**config.mk**
```make
export PLATFORM = sky130hd
export DESIGN_NAME = mux_rr_arbiter
export DESIGN_NICKNAME = d
export VERILOG_FILES = /design/src/rtl/mux_rr_arbiter.sv
export SDC_FILE = /design/constraint.sdc
export NUM_CORES = 1
export LEC_CHECK = 0
export BUFFER_PORTS_ARGS = -buffer_cell sky130_fd_sc_hd__buf_2
export CAP_MARGIN = 30
export CORE_AREA = 2 2 47 49
export DETAILED_ROUTE_END_ITERATION = 10
export DIE_AREA = 0 0 49 51
export PLACE_DENSITY = 0.91
export SLEW_MARGIN = 15
export SYNTH_ARGS = -nofsm -noshare
export SYNTH_HDL_FRONTEND = slang
export SYNTH_SLANG_ARGS = --single-unit
```
**constraint.sdc**
```tcl
create_clock -name clk -period 5.3 [get_ports clk]
set_clock_uncertainty 0.15 [all_clocks]
set_input_delay 0.795 -clock clk [delete_from_list [all_inputs] [get_ports clk]]
set_output_delay 0.795 -clock clk [all_outputs]
set_load 0.03 [all_outputs]
```
**src/rtl/mux_rr_arbiter.sv**
```systemverilog
// N-to-1 round-robin arbiter feeding a muxNto1 into one registered valid/ready output stage.
// Define MUXARB_FIXED_PRIO_EN to replace round-robin with lowest-index-wins priority.

module muxNto1 #(
   parameter int N     = 4,
   parameter int WIDTH = 8,
   parameter int SEL_W = $clog2(N)
) (
   input  logic [N-1:0][WIDTH-1:0] data_i,
   input  logic [SEL_W-1:0]        sel_i,
   output logic [WIDTH-1:0]        data_o
);

   always_comb begin
      data_o = '0;
      for (int unsigned i = 0; i < N; i++) begin
         if (sel_i == SEL_W'(i)) data_o = data_i[i];
      end
   end

endmodule

module mux_rr_arbiter #(
   parameter int N     = 4,
   parameter int WIDTH = 8
) (
   input  logic                     clk,
   input  logic                     rst,
   input  logic [N-1:0]             in_valid,
   input  logic [N-1:0][WIDTH-1:0]  in_bus,
   output logic [N-1:0]             in_ready,
   output logic                     out_valid,
   input  logic                     out_ready,
   output logic [WIDTH-1:0]         out_data,
   output logic [$clog2(N)-1:0]     out_sel
);

   localparam int SEL_W = $clog2(N);

   typedef enum logic {EMPTY, FULL} state_e;

   state_e             state_q, state_d;
   logic [SEL_W-1:0]   last_grant_q, last_grant_d;
   logic [SEL_W-1:0]   sel_q, sel_d;
   logic [WIDTH-1:0]   data_q, data_d;
   logic [SEL_W-1:0]   win_idx;
   logic               win_found;
   logic               space;
   logic               accept;
   logic [WIDTH-1:0]   mux_data;

`ifdef MUXARB_FIXED_PRIO_EN
   always_comb begin
      win_found = 1'b0;
      win_idx   = '0;
      for (int unsigned i = 0; i < N; i++) begin
         if (!win_found && in_valid[i]) begin
            win_found = 1'b1;
            win_idx   = SEL_W'(i);
         end
      end
   end
`else
   localparam logic [SEL_W-1:0] LAST_IDX = SEL_W'(N - 1);
   logic [SEL_W-1:0] scan_idx;

   // Scan starts one past the last grant; wrap is explicit so non-power-of-2 N works.
   always_comb begin
      win_found = 1'b0;
      win_idx   = '0;
      scan_idx  = last_grant_q;
      for (int unsigned k = 0; k < N; k++) begin
         scan_idx = (scan_idx == LAST_IDX) ? '0 : scan_idx + 1'b1;
         if (!win_found && in_valid[scan_idx]) begin
            win_found = 1'b1;
            win_idx   = scan_idx;
         end
      end
   end
`endif

   assign space  = (state_q == EMPTY) || out_ready;
   assign accept = !rst && space && win_found;

   always_comb begin
      in_ready = '0;
      if (accept) in_ready[win_idx] = 1'b1;
   end

   muxNto1 #(
      .N     (N),
      .WIDTH (WIDTH),
      .SEL_W (SEL_W)
   ) u_mux (
      .data_i (in_bus),
      .sel_i  (win_idx),
      .data_o (mux_data)
   );

   always_ff @(posedge clk) begin
      if (rst) begin
         state_q      <= EMPTY;
         last_grant_q <= SEL_W'(N - 1);
         sel_q        <= '0;
         data_q       <= '0;
      end else begin
         state_q      <= state_d;
         last_grant_q <= last_grant_d;
         sel_q        <= sel_d;
         data_q       <= data_d;
      end
   end

   always_comb begin
      state_d      = state_q;
      last_grant_d = last_grant_q;
      sel_d        = sel_q;
      data_d       = data_q;
      if (accept) begin
         state_d      = FULL;
         last_grant_d = win_idx;
         sel_d        = win_idx;
         data_d       = mux_data;
      end else if (state_q == FULL && out_ready) begin
         state_d = EMPTY;
      end
   end

   always_comb begin
      out_valid = (state_q == FULL);
      out_data  = data_q;
      out_sel   = sel_q;
   end

endmodule

```
=== Word-level counts from Yosys, hierarchy flattened ===
Cells that the tools add are included.
W data, S select, Z words.

* Add/subtract/negate cells: 4
* Order comparisons: 6
* Eq/ne operators: 7
* Mux-type cells: 29
* Bitwise gates (word level): 1
* Reduce and logical (&&, ||, !) cells: 14

{| class="wikitable"
|+ Operators with widths
! cell !! count
|-
| $mux W8 || 4
|-
| $mux W2 || 8
|-
| $lt A2 B3 Y1 const B || 5
|-
| $eq A2 B2 Y1 const B || 6
|-
| $mux W1 || 11
|-
| $add A2 B1 Y2 const B || 4
|-
| $bmux W1 S2 || 4
|-
| $logic_and A1 B1 Y1 || 7
|-
| $logic_not A1 Y1 || 4
|-
| $mux W4 || 1
|-
| $demux W1 S2 || 1
|-
| $eq A2 B1 Y1 const B || 1
|-
| $ge A2 B1 Y1 const B || 1
|-
| $logic_not A2 Y1 || 1
|-
| $reduce_bool A2 Y1 || 1
|-
| $logic_or A1 B1 Y1 || 1
|-
| $not A1 Y1 || 1
|}

* Bits in registers: 13
* Output and inout port bits: 15
* Word-level logic and storage cells: 65

=== Logic depth before layout (Yosys ltp) ===
Gate-level depths: netlist of run 1.

* Word-level depth: 19
* Gate-level depth with buffers: 7
* Gate-level depth less buffers: 6

=== Hierarchy ===
From an unflattened synthesis of run 1, not the netlist that was laid out.

* Cell total of the unflattened synthesis: 81
* Area total of the unflattened synthesis: 795.8 µm²

{| class="wikitable"
|+ By module, submodules not included
! module !! times used !! cells each !! area each (µm²)
|-
| mux_rr_arbiter || 1 || 71 || 599.3
|-
| muxNto1 || 1 || 10 || 196.4
|}

=== Least setup slack after synthesis of run 1 ===
No wires, ideal clock.

* Path type: input-to-output
* Start point: input port in_valid[3]
* End point: output port in_ready[0]
* Arrival: 2,112 ps
* Required time: 4,355 ps
* Slack: 2,243 ps
* Stages: 5
* Cells stage by stage: o31a_1 > o32a_1 > buf_6 > buf_6 > nor2_1

* Longest elaborated chain between the ends: 17

{| class="wikitable"
|+ RTL lines
! item !! line !! RTL
|-
| from (decl) || 29 || <nowiki>input logic [N-1:0] in_valid,</nowiki>
|-
| $bmux W1 S2 || 74 || <nowiki>if (!win_found && in_valid[scan_idx]) begin</nowiki>
|-
| $mux W1 (not written as such) || 74 ||
|-
| $mux W1 || 74 ||
|-
| $logic_not A1 Y1 || 74 ||
|-
| $logic_and A1 B1 Y1 || 74 ||
|-
| $mux W1 || 74 ||
|-
| $logic_not A1 Y1 || 74 ||
|-
| $logic_and A1 B1 Y1 || 74 ||
|-
| $mux W1 || 74 ||
|-
| $logic_not A1 Y1 || 74 ||
|-
| $logic_and A1 B1 Y1 || 74 ||
|-
| $mux W2 || 74 ||
|-
| $lt A2 B3 Y1 (not written as such) / $ge A2 B1 Y1 (equally long branches) || 87 || <nowiki>if (accept) in_ready[win_idx] = 1'b1;</nowiki>
|-
| $logic_and A1 B1 Y1 (not written as such) || 87 ||
|-
| $mux W1 (not written as such) || 87 ||
|-
| $demux W1 S2 || 87 ||
|-
| $mux W4 * || 87 ||
|-
| to (decl) || 31 || <nowiki>output logic [N-1:0] in_ready,</nowiki>
|}

Every way passes the cells marked *; elsewhere a longest branch is shown, timed or not. The select of a mux whose other input is x is not followed.

=== Worst setup path after layout of run 1 ===
* Start point: register last_grant_q[0]
* End point: output port in_ready[0]

* Longest elaborated chain between the ends: 19

{| class="wikitable"
|+ RTL lines
! item !! line !! RTL
|-
| from (decl) || 43 || <nowiki>logic [SEL_W-1:0] last_grant_q, last_grant_d;</nowiki>
|-
| from (signal assigned) || 103 || <nowiki>last_grant_q <= SEL_W'(N - 1);</nowiki>
|-
| from (signal assigned) || 108 || <nowiki>last_grant_q <= last_grant_d;</nowiki>
|-
| $add A2 B1 Y2 / $eq A2 B2 Y1 (equally long branches) || 73 || <nowiki>scan_idx = (scan_idx == LAST_IDX) ? '0 : scan_idx + 1'b1;</nowiki>
|-
| $mux W2 * || 73 ||
|-
| branches (longest 16 deep; another with $lt A2 B3 Y1) || - ||
|-
| $mux W4 * || 87 ||
|}

Mark *: on every way between the ends. The select of a mux whose other input is x is not followed.

==> results of run 1 <==
## final cells by class
type / instances / area share
multi-input combinational: 72 / 0.469
timing repair buffer: 53 / 0.238
sequential: 13 / 0.234
tap: 28 / 0.0315
clock buffer: 4 / 0.0236
inverter: 1 / 0.00337
## state kept, by name (all words and copies together) (netlist names)
signal,flops
out_data,8
last_grant_q,2
out_sel,2
out_valid,1
## through the flow
step                total power, mW  area [um^2]  hold slack [ps]
CTS                           0.403         1110              330
global placement              0.330         1090              297
detailed placement            0.340         1090              305
floorplan                     0.293          822              331
finish                        0.401         1110              328
global route                  0.425         1110              346
## how the worst max path moves through the flow
stage / from / end / slack (ps) / cells past startpoint
floorplan: in_valid[3] / in_ready[0] / 2240 / 5
global placement: in_valid[3] / in_ready[0] / 2100 / 5
detailed placement: in_valid[1] / in_ready[0] / 1960 / 5
CTS: last_grant_q[0] / in_ready[0] / 1730 / 5
global route: last_grant_q[0] / in_ready[0] / 1610 / 5
finish: last_grant_q[0] / in_ready[0] / 1740 / 5
## worst min-delay path: stages, from the launching register on
cell      delay, ps
dfxtp_1         330
nand2_1          60
o221ai_1         60
## power by group through the flow
stage	Combinational (mW)	Clock [mW]	Sequential, mW
after global routing	0.222	0.0694	0.133
after detailed placement	0.208	0	0.132
final	0.208	0.0630	0.131
after global placement	0.199	0	0.131
after CTS	0.208	0.0641	0.130
after floorplan	0.131	0	0.162
## metal layers
metal  wire length, um  up-vias  part of all wire  track usage
met2              1170       41              0.52        0.356
li1                  -      443                 -            -
met4                48        0             0.021        0.105
met3               185        5             0.082       0.0497
met1               845      442              0.37        0.185
met5                 0        -                 0            0
## placed cells by master (no fill, tap or decap), drive strengths merged
master	count
dfxtp	13
a21bo	1
clkbuf	4
mux2i	9
nand2	8
a21oi	7
nand2b	1
o32a	1
o21ai	3
o31a	2
buf	53
a211oi	4
nor3	2
nand3	1
nor2	12
nor2b	3
nor4	2
o211ai	2
mux2	4
ha	1
o32ai	1
o221ai	4
o21bai	4
inv	1
## cells by family after synthesis
logic type | Yosys count | share of synthesized area
fa+ha+maj | 1 | 0.0152
compound gates | 29 | 0.260
flops | 13 | 0.317
buf+inv | 6 | 0.0487
simple gates | 29 | 0.177
mux | 13 | 0.183
==> out/qor.txt, run 1 <==
status -> completed
Clock power frac -> 0.157
combinational power share -> 0.518
nets -> 184
warnings from Yosys -> 0
Non-Filler Instances -> 171
Top delay family on crit path -> compound AO/OA/AOI/OAI gates
routed len/inst -> 13.2 um
# DRC -> 0
clk buf depth -> 2
Via Count -> 931
IO Count -> 54
placed cells -> 167
drt initial violations -> 14
DP Wirelength -> 1.77 mm
critical path endpoint category -> output pin
Avg Cell Area, Syn -> 9.03 um^2
post-route core utilization -> 0.539
Hold Path End -> out_data[0]
Area contributors post-synth -> dfxtp_1 32%, mux2i_1 11%, mux2_4 7.3%
kind of critical path -> reg -> out
DIE AREA -> 0.00250 mm^2
Layout area overhead -> 35.3%
IO Port Bufs -> 53
CTS Buf Count -> 3
die width -> 49 um
setup TNS -> 0 ps
antenna cells -> 0
ratio of cells with drive above 1 in the final layout -> 0.455
Arr. time, crit path -> 2610 ps
Post-synth EDFFs -> 0
number of filler instances in the final layout -> 184
Pleak -> 0.535 nW
worst slack, placed -> 1960 ps
Resized cells post-CTS -> 0
Int Pwr -> 0.230 mW
CORE AREA -> 0.00206 mm^2
# H-tree levels -> 1
setup bufs post-CTS -> 0
reg-to-reg critical path endpoint -> out_data[4]
CP Max Fanout -> 19
CTS tree -> yes
antenna violations before repair -> 0
Flop pwr share -> 0.325
Synth cell types -> 26
Hold Path Class -> reg -> reg
Fmax -> 281 MHz
Async S/R FF share, synth -> 0
Slowest cell on crit path -> o32a_1
GP Congestion -> 0.694
Synth area leader -> dfxtp_1
most instantiated cells after synthesis -> 13 x dfxtp_1, 12 x nor2_1, 9 x mux2i_1, 8 x nand2_1, 7 x a21oi_1
R2R cell count -> 6
Hold-fix buffers, CTS -> 0
Fin. Hold Viols -> 0
Reg area -> 260 um^2
Tcrit/Tclk final -> 0.671
max-slew violation count -> 0
final setup fails -> 0
first-pass GRT wire length -> 3.57 mm
syn_nets -> 131
Worst-Skew Late Latency -> 280 ps
Yosys top cell area share -> 0.317
GRT overflow -> 0
Post-Syn Area -> 822 um^2
crit path time final -> 3560 ps
Switching Share -> 0.427
worst hold start -> out_data[0]
Multi-input gate area -> 522 um^2
sequential element share of the synthesized area -> 0.317
die height -> 51 um
Worst R2R Setup Slack -> 2540 ps
Max transition margin -> 0.356
largest net degree at the start of global routing -> 20
crit start category -> flip-flop
R2R Path Start -> last_grant_q[0]
Cells after Synth -> 91
slack of the critical path -> 1740 ps
WL final -> 2.25 mm
starting density of the core -> 0.398
Max-Cap Viols -> 0
dominant synthesized flop cell -> dfxtp_1
Req. time, crit path -> 4360 ps
Global Route Usage Sum -> 0.188
count leader, synth -> dfxtp_1
DR pass1 iterations -> 4
Slew @ Worst Pin -> 965 ps
vias per cell -> 5.44
CTS Sinks -> 13
num rows -> 17
antenna-violating nets left -> 0
unrepaired setup endpoints after global routing -> false
hold path cells -> 2
crit path cell chain -> ha_1 -> nor4_2 -> o32a_1 -> nor2_1 -> buf_2
CP bufs+invs -> 1
pwr/cell area -> 361 mW/mm^2
Psw -> 0.171 mW
clk root buf -> clkbuf_4
maximum vdd ir drop -> 0.000202 V
FF+latch count, synth -> 13
vias in the first global route -> 849
clk slew on worst S/H paths -> 80 ps
Max stage delay on crit path -> 860 ps
No activity file was read; power rests on OpenSTA's default activity.
==> run 2, diff against run 1 <==
--- a/config.mk
+++ b/config.mk
@@ -7,10 +7,10 @@
 export LEC_CHECK = 0
 export BUFFER_PORTS_ARGS = -buffer_cell sky130_fd_sc_hd__buf_2
 export CAP_MARGIN = 30
-export CORE_AREA = 2 2 47 49
+export CORE_AREA = 2 2 51 53
 export DETAILED_ROUTE_END_ITERATION = 10
-export DIE_AREA = 0 0 49 51
-export PLACE_DENSITY = 0.91
+export DIE_AREA = 0 0 53 55
+export PLACE_DENSITY = 0.83
 export SLEW_MARGIN = 15
 export SYNTH_ARGS = -nofsm -noshare
 export SYNTH_HDL_FRONTEND = slang
==> constraint.sdc (replaced) <==
create_clock -name clk -period 3 [get_ports clk]
set_clock_uncertainty 0.15 [all_clocks]
set_input_delay 0.45 -clock clk [delete_from_list [all_inputs] [get_ports clk]]
set_output_delay 0.45 -clock clk [all_outputs]
set_load 0.03 [all_outputs]
==> run 2 against run 1 <==
  * Critical path depth unchanged
  * Flip-flop and latch count unchanged
  * Via count down 4.7%
  * Highest routed layer unchanged
  * Critical path type unchanged
  * Die area is 17% higher
  * Non-clock buffer count is 3 higher
  * Setup slack lost 1500 ps
  * Critical endpoint unchanged
==> out/qor.txt, run 2 (synthesis gave the netlist of run 1 again) <==
maximum vdd ir drop -> 0.000417 V (was 0.000202 V)
GRT overflow -> 0 (unchanged)
Max-Cap Viols -> 0 (unchanged)
critical path endpoint category -> output pin (unchanged)
reg-to-reg critical path endpoint -> out_data[6] (was out_data[4])
crit start category -> flip-flop (unchanged)
CTS Sinks -> 13 (unchanged)
combinational power share -> 0.533 (was 0.518)
DR pass1 iterations -> 2 (was 4)
commonest cells after routing, fill and taps aside -> 53 x buf_2, 13 x dfxtp_1, 12 x nor2_1, 9 x mux2i_1, 8 x nand2_1 (unchanged)
Hold-fix buffers, CTS -> 0 (unchanged)
Layout area overhead -> 38.4% (was 35.3%)
CORE AREA -> 0.00236 mm^2 (was 0.00206 mm^2)
starting density of the core -> 0.348 (was 0.398)
kind of critical path -> reg -> out (unchanged)
clk slew on worst S/H paths -> 80 ps (about the same)
die width -> 53 um (was 49 um)
Slowest cell on crit path -> o32a_1 (unchanged)
clk root buf -> clkbuf_4 (unchanged)
Hold Path End -> out_data[5] (was out_data[0])
crit path time final -> 2710 ps
number of filler instances in the final layout -> 228 (was 184)
max-slew violation count -> 0 (unchanged)
R2R Path Start -> last_grant_q[0] (unchanged)
vias per cell -> 5.04 (was 5.44)
Global Route Usage Sum -> 0.171 (was 0.188)
drt initial violations -> 3 (was 14)
Psw -> 0.299 mW (was 0.171 mW)
Clock power frac -> 0.148 (was 0.157)
CP Launch Point -> last_grant_q[0] (unchanged)
Worst-Skew Late Latency -> 270 ps (was 280 ps)
hold path cells -> 3 (was 2)
Resized cells post-CTS -> 0 (unchanged)
antenna-violating nets left -> 0 (unchanged)
# DRC -> 0 (unchanged)
Tcrit/Tclk final -> 0.903
CP Max Fanout -> 8 (was 19)
vias in the first global route -> 863 (was 849)
DP Wirelength -> 1.92 mm (was 1.77 mm)
antenna cells -> 0 (unchanged)
Slew @ Worst Pin -> 520 ps (was 965 ps)
clk buf depth -> 2 (unchanged)
Fmax -> 369 MHz
IO Count -> 54 (unchanged)
status -> completed (unchanged)
Fin. Hold Viols -> 0 (unchanged)
Non-Filler Instances -> 176 (was 171)
die height -> 55 um (was 51 um)
largest net degree at the start of global routing -> 12 (was 20)
Int Pwr -> 0.418 mW (was 0.230 mW)
num rows -> 18 (was 17)
WL final -> 2.31 mm (was 2.25 mm)
IO Port Bufs -> 53 (unchanged)
worst slack, placed -> 484 ps (was 1960 ps)
pwr/cell area -> 630 mW/mm^2 (was 361 mW/mm^2)
Worst R2R Setup Slack -> 460 ps (was 2540 ps)
antenna violations before repair -> 0 (unchanged)
routed len/inst -> 13.1 um (was 13.2 um)
crit path cell chain -> ha_1 -> nor4_2 -> o32a_1 -> nor2_1 -> buf_2 (unchanged)
slack of the critical path -> 291 ps (was 1740 ps)
GP Congestion -> 0.759 (was 0.694)
Arr. time, crit path -> 2110 ps (was 2610 ps)
Hold Path Class -> in -> reg (was reg -> reg)
Max stage delay on crit path -> 450 ps (was 860 ps)
Req. time, crit path -> 2400 ps (was 4360 ps)
placed cells -> 172 (was 167)
unrepaired setup endpoints after global routing -> false (unchanged)
worst hold start -> in_bus[21] (was out_data[0])
ratio of cells with drive above 1 in the final layout -> 0.466 (was 0.455)
CTS tree -> yes (unchanged)
first-pass GRT wire length -> 3.55 mm (was 3.57 mm)
Max transition margin -> 0.653 (was 0.356)
max reg flops -> 8 (unchanged)
# H-tree levels -> 1 (unchanged)
nets -> 187 (was 184)
R2R cell count -> 7 (was 6)
final setup fails -> 0 (unchanged)
Switching Share -> 0.417 (was 0.427)
Pleak -> 0.550 nW (was 0.535 nW)
setup TNS -> 0 ps (unchanged)
Via Count -> 887 (was 931)
Flop pwr share -> 0.319 (was 0.325)
DIE AREA -> 0.00292 mm^2 (was 0.00250 mm^2)
most common cell after layout, fill and taps aside -> buf_2 (unchanged)
setup bufs post-CTS -> 0 (unchanged)
CTS Buf Count -> 3 (unchanged)
run 2: cell types whose count changed in the layout (fill, tap and decap cells not counted), sizes merged:
cell,delta
buf,+3
run 2: power groups by stage:
stage	Combinational, mW	Clock (mW)	Sequential [mW]
final	0.382	0.106	0.229
after global routing	0.408	0.123	0.233
after CTS	0.383	0.109	0.228
after detailed placement	0.382	0	0.231
after global placement	0.367	0	0.230
after floorplan	0.231	0	0.287
run 2: worst max-delay path by stage:
stage	to	slack [ps]	cells after the start
finish	in_ready[0]	290	5
global route	in_ready[1]	140	5
CTS	in_ready[0]	290	5
detailed placement	out_data[6]	480	7
global placement	out_data[6]	640	7
floorplan	in_ready[0]	460	6
run 2: critical path: cells and delay by family (launching register included):
| kind | cells | cell delay, ps |
|---|---|---|
| flops | 1 | 430 |
| buf+inv | 1 | 190 |
| fa+ha+maj | 1 | 310 |
| compound gates | 1 | 450 |
| simple gates | 2 | 460 |
run 2: layout make-up:
cell class	count	area [um^2]	share of cell area
tap	30	37.5	0.0330
multi-input combinational	72	522	0.459
sequential	13	260	0.229
inverter	1	3.75	0.00330
clock buffer	4	26.3	0.0231
timing repair buffer	56	288	0.253
run 2: stage by stage:
stage	hold WS [ps]	power, mW	instance area, um^2	util
2_1_floorplan	331	0.518	822	-
3_3_place_gp	293	0.596	1110	0.470
3_5_place_dp	299	0.613	1110	0.470
4_1_cts	269	0.720	1140	0.481
5_1_grt	268	0.764	1140	0.481
6_report	273	0.716	1140	0.481
run 2: per-layer routing:
| metal | routed length, um | share of wire | track usage |
|---|---|---|---|
| met5 | 0 | 0 | 0 |
| met3 | 206 | 0.089 | 0.0538 |
| met4 | 23 | 0.010 | 0.0855 |
| met1 | 901 | 0.39 | 0.172 |
| met2 | 1180 | 0.51 | 0.319 |
